--- config.mk ---
export PLATFORM = sky130hd
export DESIGN_NAME = wb_result_unit
export DESIGN_NICKNAME = d
export VERILOG_FILES = /design/src/rtl/wb_result_unit.sv
export SDC_FILE = /design/constraint.sdc
export NUM_CORES = 1
export LEC_CHECK = 0
export ABC_AREA = 0
export CAP_MARGIN = 10
export CORE_AREA = 2 2 91 93
export DETAILED_ROUTE_END_ITERATION = 10
export DIE_AREA = 0 0 93 95
export GPL_ROUTABILITY_DRIVEN = 0
export MAX_ROUTING_LAYER = met4
export PLACE_DENSITY = 0.88
export RECOVER_POWER = 100
export SLEW_MARGIN = 0
export SYNTH_ARGS = -nofsm -noshare
export SYNTH_HDL_FRONTEND = slang
export SYNTH_SLANG_ARGS = --single-unit
--- constraint.sdc ---
create_clock -name clk -period 2.65 [get_ports clk]
set_input_delay 0.53 -clock clk [delete_from_list [all_inputs] [get_ports clk]]
set_output_delay 0.53 -clock clk [all_outputs]
set_load 0.02 [all_outputs]
--- src/rtl/wb_result_unit.sv ---
// Writeback result unit: takes one retiring instruction, selects the ALU
// result or (after a bounded wait) extracted/extended load data, and drives
// the register-file write port.
module wb_result_unit #(
    parameter int unsigned DATA_W  = 32,
    parameter int unsigned RADDR_W = 5,
    parameter int unsigned TIMEOUT = 255
) (
    input  logic               clk,
    input  logic               rst_n,
    input  logic               in_valid,
    output logic               in_ready,
    input  logic [DATA_W-1:0]  alu_result,
    input  logic               mem_to_reg,
    input  logic               reg_write,
    input  logic [RADDR_W-1:0] rd,
    input  logic [1:0]         ld_size,
    input  logic               ld_unsigned,
    input  logic [DATA_W-1:0]  mem_rdata,
    input  logic               mem_rvalid,
    output logic               rf_we,
    output logic [RADDR_W-1:0] rf_waddr,
    output logic [DATA_W-1:0]  rf_wdata,
    output logic               busy,
    output logic               err_timeout
);

    // Counter only ever reaches TIMEOUT-1.
    localparam int unsigned CNT_W = (TIMEOUT > 2) ? $clog2(TIMEOUT) : 1;
    localparam logic [CNT_W-1:0] CNT_LAST = CNT_W'(TIMEOUT - 1);

    typedef enum logic [1:0] {
        IDLE,
        WAIT_MEM,
        WRITE
    } state_e;

    state_e             state_q, state_d;
    logic [CNT_W-1:0]   cnt_q, cnt_d;
    logic               reg_write_q, reg_write_d;
    logic [RADDR_W-1:0] rd_q, rd_d;
    logic [1:0]         size_q, size_d;
    logic               uns_q, uns_d;
    logic [1:0]         off_q, off_d;
    logic               rf_we_q, rf_we_d;
    logic [RADDR_W-1:0] rf_waddr_q, rf_waddr_d;
    logic [DATA_W-1:0]  rf_wdata_q, rf_wdata_d;

    logic              accept;
    logic              timeout_hit;
    logic [7:0]        byte_v;
    logic [15:0]       half_v;
    logic [DATA_W-1:0] load_data;

    assign accept      = in_valid && (state_q != WAIT_MEM);
    assign timeout_hit = (state_q == WAIT_MEM) && !mem_rvalid && (cnt_q == CNT_LAST);

    // State register
    always_ff @(posedge clk or negedge rst_n) begin
        if (!rst_n) begin
            state_q <= IDLE;
        end else begin
            state_q <= state_d;
        end
    end

    // Datapath and captured-field registers
    always_ff @(posedge clk or negedge rst_n) begin
        if (!rst_n) begin
            cnt_q       <= '0;
            reg_write_q <= 1'b0;
            rd_q        <= '0;
            size_q      <= '0;
            uns_q       <= 1'b0;
            off_q       <= '0;
            rf_we_q     <= 1'b0;
            rf_waddr_q  <= '0;
            rf_wdata_q  <= '0;
        end else begin
            cnt_q       <= cnt_d;
            reg_write_q <= reg_write_d;
            rd_q        <= rd_d;
            size_q      <= size_d;
            uns_q       <= uns_d;
            off_q       <= off_d;
            rf_we_q     <= rf_we_d;
            rf_waddr_q  <= rf_waddr_d;
            rf_wdata_q  <= rf_wdata_d;
        end
    end

    // Little-endian byte/half extraction with sign or zero extension
    always_comb begin
        byte_v = mem_rdata[{off_q, 3'b000} +: 8];
        half_v = mem_rdata[{off_q[1], 4'b0000} +: 16];
        case (size_q)
            2'b00:   load_data = uns_q ? {{(DATA_W-8){1'b0}}, byte_v}
                                       : {{(DATA_W-8){byte_v[7]}}, byte_v};
            2'b01:   load_data = uns_q ? {{(DATA_W-16){1'b0}}, half_v}
                                       : {{(DATA_W-16){half_v[15]}}, half_v};
            default: load_data = mem_rdata;
        endcase
    end

    // Next-state logic
    always_comb begin
        state_d = state_q;
        case (state_q)
            IDLE, WRITE: begin
                if (accept) begin
                    state_d = mem_to_reg ? WAIT_MEM : WRITE;
                end else begin
                    state_d = IDLE;
                end
            end
            WAIT_MEM: begin
                if (mem_rvalid) begin
                    state_d = WRITE;
                end else if (cnt_q == CNT_LAST) begin
                    state_d = IDLE;
                end
            end
            default: state_d = IDLE;
        endcase
    end

    // Capture on accept; the write port register is loaded only when a real
    // write will occur, so rf_waddr/rf_wdata hold the last written values and
    // rf_we_q can only be high in WRITE.
    always_comb begin
        cnt_d       = cnt_q;
        reg_write_d = reg_write_q;
        rd_d        = rd_q;
        size_d      = size_q;
        uns_d       = uns_q;
        off_d       = off_q;
        rf_we_d     = 1'b0;
        rf_waddr_d  = rf_waddr_q;
        rf_wdata_d  = rf_wdata_q;
        if (accept) begin
            cnt_d       = '0;
            reg_write_d = reg_write;
            rd_d        = rd;
            size_d      = ld_size;
            uns_d       = ld_unsigned;
            off_d       = alu_result[1:0];
            if (!mem_to_reg && reg_write && (rd != '0)) begin
                rf_we_d    = 1'b1;
                rf_waddr_d = rd;
                rf_wdata_d = alu_result;
            end
        end else if (state_q == WAIT_MEM) begin
            if (mem_rvalid) begin
                if (reg_write_q && (rd_q != '0)) begin
                    rf_we_d    = 1'b1;
                    rf_waddr_d = rd_q;
                    rf_wdata_d = load_data;
                end
            end else if (cnt_q != CNT_LAST) begin
                cnt_d = cnt_q + 1'b1;
            end
        end
    end

    // Outputs
    always_comb begin
        in_ready    = (state_q != WAIT_MEM);
        busy        = (state_q == WAIT_MEM);
        err_timeout = timeout_hit;
        rf_we       = rf_we_q;
        rf_waddr    = rf_waddr_q;
        rf_wdata    = rf_wdata_q;
    end

endmodule

==> results of run 1 <==
## critical path: stages (launching register included)
cell	delay (ns)
dfrtp_1	0.39
nand2b_1	0.21
buf_12	0.20
inv_1	0.11
dlygate4sd3_1	0.68
## synthesized netlist by cell type (7+ instances only)
cell type,n
dfrtp_1,59
mux2_2,56
nand2_1,46
a21oi_1,34
a221o_1,22
inv_1,15
clkbuf_1,14
nand2b_1,12
a221oi_1,8
buf_2,8
nor2_1,8
mux2i_1,7
## stage by stage
step / instance area, µm² / worst slack, ns / util [%] / total power [mW] / cells
floorplan: 3530 / 0.387 / - / 2.37 / 339
global placement: 4800 / 0.0704 / 60.6 / 3.17 / 545
detailed placement: 4800 / -0.0469 / 60.6 / 3.23 / 545
CTS: 5030 / 0.0562 / 63.4 / 4.17 / 561
global route: 5000 / 0.123 / 63.1 / 4.20 / 562
finish: 5000 / 0.185 / 63.1 / 4.03 / 562
## metal layers
| metal | global-route usage [%] | part of all wire, % | vias up | wire [µm] |
|---|---|---|---|---|
| met1 | 32.4 | 42 | 1605 | 4500 |
| met4 | 13.8 | 3.7 | 0 | 391 |
| met2 | 37.4 | 47 | 165 | 4990 |
| li1 | - | - | 1473 | - |
| met3 | 3.67 | 6.7 | 28 | 712 |
| met5 | - | 0 | - | 0 |
## sequential cells by signal, indices dropped and copies added, names as in the netlist
name	count
uns_q	1
rd_q	5
rf_we	1
rf_wdata	32
cnt_q	8
rf_waddr	5
state_q	2
reg_write_q	1
off_q	2
size_q	2
## logic make-up (layout without fill, tap and decap cells)
kind of cell	count (synthesis)	count (layout)	share of synthesized area [%]
muxes	69	69	22.6
and+or+nand+nor	81	81	10.8
AOI/OAI and AO/OA	81	81	17.0
DFF	59	59	41.9
adders and majority gates	2	2	0.710
xor gates and xnor gates	4	4	0.994
buffers and inverters	43	161	5.93
## repair_timing
item | in CTS | in global routing
endpoints found under the hold margin | 0 | 0
endpoints found under the setup margin | 0 | 1
gates resized for setup | 0 | 1
setup buffers | 0 | 0
## layout make-up
class / count / area share, %
clock buffers: 10 / 2.75
clock inverters: 6 / 1.78
inverters: 15 / 1.13
multi-input cells: 237 / 36.8
flip-flops and latches: 59 / 29.5
well taps: 105 / 2.63
repair buffers: 130 / 25.4
## path summary, 6_finish.rpt
path | start | end | slack (ns) | cells past startpoint
min | rf_waddr[2] | rf_waddr[2] | 0.49 | 1
max in group asynchronous | rst_n | rf_wdata[28] | 1.18 | 2
min reg2reg | rf_waddr[2] | rf_waddr[2] | 0.49 | 1
max reg2reg | off_q[1] | rf_wdata[9] | 0.21 | 4
max | state_q[1] | busy | 0.18 | 4
min in group asynchronous | rst_n | rd_q[0] | 0.60 | 2
## where the power goes
group,switching (mW),total [mW],internal (mW)
combinational,0.847,1.70,0.854
sequential,0.189,1.39,1.20
clock,0.385,0.939,0.554
==> impl_metrics.tcl, run 1 <==
set metrics [dict create \
    postCtsHoldBufs 0 \
    regArea_um2 1480 \
    start_util_pct 44.5 \
    layout_common_cells "clkdlybuf4s50_1 (75), dfrtp_1 (59), mux2_2 (51)" \
    hp-class "flop to flop" \
    die_area_um2 8840 \
    dominantRegCellSynth "dfrtp_1" \
    clock-sinks 59 \
    drt_iter0_drc 271 \
    syn_nets 419 \
    tightest_slew_ns 1.46 \
    multiInputGateArea_um2 1840 \
    status "finished, final reports clean" \
    grt_first_pass_wirelength_um 16400 \
    std_cell_rows 33 \
    yosysWarningCount 0 \
    end_kind "primary output" \
    worst_ep_arrival_time_ns 1.94 \
    syn_to_final_growth_pct 41.8 \
    slew-limit-headroom_pct 2.94 \
    nets 532 \
    cts_tree "done" \
    holdWs_ns 0.489 \
    io_buffers 118 \
    grt_antenna_before_repair 0 \
    clock_latency_ns 0.36 \
    drive_gt1_share_pct 18.2 \
    core_area_um2 7930 \
    maxSlewViolCount 0 \
    gr-total-overflow 0 \
    vias 3271 \
    first_pass_iters 5 \
    dp_hpwl_um 7550 \
    routedWlPerCell_um 18.8 \
    dieWidth_um 93 \
    post-route-drc-count 0 \
    worstPathRequired_ns 2.12 \
    synth.distinct_cells 38 \
    finalCritPeriodShare_pct 93.0 \
    path_class "flop to primary output" \
    p_leak_nw 2.11 \
    ant_nets 0 \
    fp.dieH_um 95 \
    numCtsBuffers 9 \
    fin_crit_ns 2.47 \
    startpoint_type "flop" \
    rsz0062_at_grt "no" \
    fin_skew_ns 0.0107 \
    antenna_cells 0 \
    grt_pass1_vias 3236 \
    power.density_nw_per_um2 805 \
    yosysSeqAreaShare_pct 41.9 \
    clock.fmax_ghz 0.406 \
    grt_usage_pct 24.9 \
    setup_viol 0 \
    fin_tns_setup_ns 0 \
    hold_viol_final 0 \
    wirelength_um 10600 \
    ir_drop_mv 0.456 \
    synth_area_leader_cell "dfrtp_1" \
    grt_max_degree 60 \
    cap_violations 0 \
    clk_pin_slew_ns 0.07 \
    synth_seq_cells 59 \
    cts_root_buf "clkbuf_8" \
    synth_edf_count 0 \
    synth_area_leaders "dfrtp_1 (42%), mux2_2 (18%), a221o_1 (6.2%)" \
    synth_top_area_share_pct 41.9 \
    via_per_inst 5.82 \
    synth_area_um2 3530 \
    async_flop_share_pct 100 \
    cp_max_fo 38 \
    syn_inst 339 \
    final_common_cell "clkdlybuf4s50_1" \
    ios 119 \
    ctsHtreeMaxLevel 3 \
    syn_area_per_cell_um2 10.4 \
    clock_path_buffers 2 \
    fillers 657 \
]
No activity file was read; power rests on OpenSTA's default activity.
==> run 2: changes to the inputs <==
Settings changed: GPL_TIMING_DRIVEN set to 0.
==> run 2 against run 1 <==
  * Routed wire length fell by 0.11%
  * Combinational power is essentially flat
  * Sequential power shrank 3%
  * Cell count increased by 2.7%
  * Register-to-register slack improved by 0.08 ns
  * Setup slack worse by 0.10 ns
  * Total power down 2.3%
  * Global-route usage grew 0.36 points
  * Sequential share of layout area up 0.11 points
  * Critical path type is now primary input to flop
  * Critical endpoint is now rf_wdata[15]
  * Largest power group unchanged
==> impl_metrics.tcl, run 2 (synthesis gave the netlist of run 1 again) <==
set metrics [dict create \
    status "finished, final reports clean" \
    fin_tns_setup_ns 0 \
    routedLengthMet1_um 4410 \
    pre_cts_ws_ns -0.00354 \
    clock.fmax_ghz 0.390 \
    dp_hpwl_um 8130 \
    cp_max_fo 8 \
    end_kind "flop" \
    post-route-drc-count 0 \
    total_power_mw 3.93 \
    r2r_start "state_q[1]" \
    clock_path_buffers 2 \
    std_cell_rows 33 \
    worstRegToRegCells 8 \
    fin_skew_ns 0.00894 \
    startpoint_type "primary input" \
    grt_pass1_vias 3218 \
    grt_max_degree 34 \
    critPathSlowestCell "a221oi_2" \
    finalCritPeriodShare_pct 96.8 \
    final_cell_area_um2 4980 \
    postLayoutSetupSlackWorst_ns 0.0843 \
    slew-limit-headroom_pct 4.61 \
    met3WireLength_um 816 \
    core_area_um2 7930 \
    drt_iter0_drc 287 \
    fp.dieH_um 95 \
    grt_first_pass_wirelength_um 16400 \
    drive_gt1_share_pct 17.8 \
    clock-sinks 59 \
    antenna_cells 0 \
    worstPathRequired_ns 2.89 \
    fin_crit_ns 2.57 \
    postPlaceCellArea_um2 4840 \
    syn_to_final_growth_pct 41.3 \
    highest-signal-layer "met4" \
    crit_chain "dlygate4sd3_1, mux4_2, a221oi_2, a221oi_1, mux2_2" \
    routedWlPerCell_um 18.3 \
    hp-class "primary input to asynchronous set/reset pin" \
    rrSetupSlack_ns 0.29 \
    hold_viol_final 0 \
    routed-wl-met2_um 5110 \
    cts_tree "done" \
    grt_antenna_before_repair 0 \
    die_area_um2 8840 \
    ctsHtreeMaxLevel 3 \
    tightest_slew_ns 1.43 \
    setup_viol 0 \
    first_pass_iters 5 \
    r2r-end "size_q[0]" \
    largest_reg_flops 32 \
    ios 119 \
    numCtsBuffers 9 \
    cpPeakStageDelay_ns 0.64 \
    vias 3314 \
    fillers 642 \
    final_common_cell "clkdlybuf4s50_1" \
    ir_drop_mv 0.464 \
    io_buffers 117 \
    dieWidth_um 93 \
    layout_common_cells "clkdlybuf4s50_1 (75), dfrtp_1 (59), mux2_2 (52)" \
    final_util_pct 62.8 \
    grt_usage_pct 25.3 \
    ant_nets 0 \
    power.density_nw_per_um2 790 \
    clock_latency_ns 0.35 \
    nets 547 \
    worst_ep_arrival_time_ns 2.80 \
    path_class "primary input to flop" \
    start_util_pct 44.5 \
    clk_pin_slew_ns 0.08 \
    cap_violations 0 \
    p_leak_nw 2.11 \
    maxSlewViolCount 0 \
    rsz0062_at_grt "no" \
    via_per_inst 5.74 \
    wirelength_um 10600 \
    gr-total-overflow 0 \
    cts_root_buf "clkbuf_8" \
]
[run 2: how the worst max path moves through the flow]
| stage | from | to | slack (ns) | depth (start not counted) |
|---|---|---|---|---|
| 4_1_cts | state_q[1] | busy | 0.14 | 4 |
| 5_1_grt | mem_rdata[31] | rf_wdata[15] | 0.04 | 5 |
| 3_5_place_dp | state_q[1] | err_timeout | -0.004 | 5 |
| 3_3_place_gp | rst_n | rf_wdata[21] | -0.69 | 1 |
| 2_1_floorplan | state_q[1] | err_timeout | 0.39 | 4 |
| 6_report | mem_rdata[31] | rf_wdata[15] | 0.08 | 5 |
[run 2: through the flow]
step	hold slack [ns]	cells
after global routing	0.523	577
after floorplan	0.234	339
after global placement	0.468	561
after CTS	0.197	577
final	0.491	577
after detailed placement	0.475	562
[run 2: final cells by class]
cell class	instances	area, µm²	area share, %
Buffer	27	134	2.69
Sequential cell	59	1480	29.6
Clock inverter	7	76.3	1.53
Tap cell	105	131	2.64
Inverter	15	56.3	1.13
Multi-Input combinational cell	237	1810	36.4
Timing Repair Buffer	118	1170	23.5
Clock buffer	9	124	2.49
[run 2: timing repair]
item / in CTS / in global routing
gates resized for setup: 1 / 0
setup endpoints to repair: 2 / 0
setup buffers: 0 / 0
hold buffers: 0 / 0
hold endpoints to repair: 0 / 0
[run 2: report_power, final]
part / internal (mW) / switching, mW / leakage [nW]
Combinational: 0.856 / 0.877 / 1.28
Clock: 0.440 / 0.408 / 0.0962
Sequential: 1.20 / 0.156 / 0.729
[run 2: critical path, delay by kind of cell]
family,cells,cell delay (ns)
AOI/OAI and AO/OA,2,0.84
muxes,2,0.81
buffers and inverters,1,0.62
[run 2: layer usage]
metal,GRT usage (%),vias to the layer above
li1,-,1507
met1,31.3,1601
met2,40.2,178
met3,5.91,28
met4,10.2,0
met5,-,-
==> run 3: changes to the inputs <==
Settings changed: PLACE_DENSITY 0.88 to unset, PLACE_DENSITY_LB_ADDON set to 0.08, SETUP_SLACK_MARGIN set to 0.3.
==> run 3 against run 2 <==
  * Hold slack lost 0.10 ns
  * Fmax increased by 7.5%
  * Combinational power about the same
  * Routed wire length is 0.21% lower
  * Clock power is 15% lower
  * First-iteration DRC count down 26%
  * Via count fell by 2.4%
  * Core utilization rose by 0.13 points
  * Flip-flop and latch count is the same
  * Register-to-register slack gained 0.13 ns
  * Cell count is the same
  * Global-route usage shrank 0.51 points
==> impl_metrics.tcl, run 3 (synthesis gave the netlist of run 1 again) <==
set metrics [dict create \
    status "finished, final reports clean" \
    regArea_um2 1480 \
    syn_to_final_growth_pct 41.6 \
    grt_max_degree 40 \
    layout_common_cells "clkdlybuf4s50_1 (74), dfrtp_1 (59), mux2_2 (55)" \
    routedWlPerCell_um 18.3 \
    fillers 698 \
    p_leak_nw 2.12 \
    slew-limit-headroom_pct 22.9 \
    dp_hpwl_um 7810 \
    tightest_slew_ns 1.16 \
    std_cell_rows 33 \
    ios 119 \
    largest_reg_flops 32 \
    grt_antenna_before_repair 0 \
    power.density_nw_per_um2 759 \
    gr-total-overflow 0 \
    grt_pass1_vias 3146 \
    worst_ep_arrival_time_ns 1.86 \
    ir_drop_mv 0.406 \
    postCtsHoldBufs 0 \
    first_pass_iters 4 \
    clock-sinks 59 \
    post-route-drc-count 0 \
    dieWidth_um 93 \
    io_buffers 117 \
    fp.dieH_um 95 \
    core_area_um2 7930 \
    die_area_um2 8840 \
    fin_skew_ns 0.00695 \
    startpoint_type "flop" \
    numCtsBuffers 9 \
    cts_resized 8 \
    p_comb_share_pct 45.6 \
    setup_viol 0 \
    nets 548 \
    maxSlewViolCount 0 \
    pre_cts_ws_ns 0.00140 \
    clock.fmax_ghz 0.419 \
    swShare_pct 36.4 \
    hp-class "primary input to asynchronous set/reset pin" \
    antenna_cells 0 \
    cap_violations 0 \
    power_frac_seq_pct 35.3 \
    clk_pin_slew_ns 0.07 \
    clockPowerShare_pct 19.1 \
    cp_max_fo 10 \
    ant_nets 0 \
    internal_power_mw 2.41 \
    drt_iter0_drc 213 \
    grt_usage_pct 24.7 \
    postLayoutSetupSlackWorst_ns 0.263 \
    ctsHtreeMaxLevel 3 \
    critPathSlowestCell "dfrtp_1" \
    drive_gt1_share_pct 18.6 \
    clock_path_buffers 2 \
    finalCritPeriodShare_pct 90.1 \
    power.switching_mw 1.38 \
    start_util_pct 44.5 \
    grt_first_pass_wirelength_um 16100 \
    cts_tree "done" \
    worstPathRequired_ns 2.12 \
    crit_chain "nand2b_1, buf_6, clkbuf_2, nor4_4, buf_4" \
    clock_latency_ns 0.34 \
    vias 3233 \
    end_kind "primary output" \
    cts_root_buf "clkbuf_8" \
    hold_viol_final 0 \
    path_class "flop to primary output" \
    fin_crit_ns 2.39 \
    fin_tns_setup_ns 0 \
    cpPeakStageDelay_ns 0.40 \
    rsz0062_at_grt "no" \
    multiInputGateArea_um2 1840 \
    wirelength_um 10600 \
    final_common_cell "clkdlybuf4s50_1" \
    post_cts_buffers 0 \
    via_per_inst 5.60 \
]
==> run 3: changes by cell type in the layout (fill, tap and decap cells not counted), sizes merged <==
cell,change
bufinv,-1
inv,-2
clkbuf,+1
dlygate4sd3,-1
clkinv,+1
clkdlybuf4s50,-1
dlygate4sd2,+1
buf,+2
==> run 3: path summary, 6_finish.rpt <==
| kind | depth (start not counted) | from | slack [ns] | endpoint |
|---|---|---|---|---|
| hold / removal | 1 | rst_n | 0.39 | rf_wdata[20] |
| min in group clk | 1 | rf_waddr[3] | 0.49 | rf_waddr[3] |
| setup / recovery | 5 | state_q[1] | 0.26 | err_timeout |
| hold reg to reg | 1 | rf_waddr[3] | 0.49 | rf_waddr[3] |
| setup reg to reg | 5 | state_q[1] | 0.42 | rf_wdata[26] |
| max in group asynchronous | 2 | rst_n | 0.72 | reg_write_q |
==> run 3: power groups by stage <==
stage	Combinational [mW]	Clock, mW	Sequential [mW]
6_report	1.73	0.724	1.34
5_1_grt	1.84	0.779	1.38
4_1_cts	1.86	0.734	1.36
3_5_place_dp	1.85	0	1.37
3_3_place_gp	1.84	0	1.36
2_1_floorplan	0.684	0	1.68
==> run 3: layer usage <==
| metal | part of all wire [%] | global-route usage (%) | vias to the layer above |
|---|---|---|---|
| li1 | - | - | 1511 |
| met5 | 0 | - | - |
| met3 | 8.3 | 5.99 | 22 |
| met2 | 48 | 39.8 | 135 |
| met4 | 2.3 | 8.58 | 0 |
| met1 | 41 | 30.7 | 1565 |
==> run 3: per-stage QoR <==
step / utilization [%] / cell area, µm² / std cells / hold slack, ns / power (mW)
final: 63.0 / 4990 / 577 / 0.391 / 3.79
after global routing: 63.0 / 4990 / 577 / 0.492 / 4.00
after CTS: 63.2 / 5010 / 577 / 0.165 / 3.95
after detailed placement: 61.1 / 4840 / 562 / 0.485 / 3.23
after global placement: 60.9 / 4830 / 561 / 0.467 / 3.20
after floorplan: - / 3530 / 339 / 0.234 / 2.37
==> run 3: area by class of cell <==
type	count	share of cell area, %
tap	105	2.63
inverter	15	1.13
sequential	59	29.6
multi-input combinational	237	36.8
clock inverter	5	0.602
clock buffer	10	2.76
buffer	28	3.16
timing repair buffer	118	23.3
==> run 3: critical path: cells and delay by family (launching register included) <==
kind,cells,cell delay [ns]
buffers and inverters,3,0.60
flip-flops,1,0.40
AND/OR/NAND/NOR,2,0.52
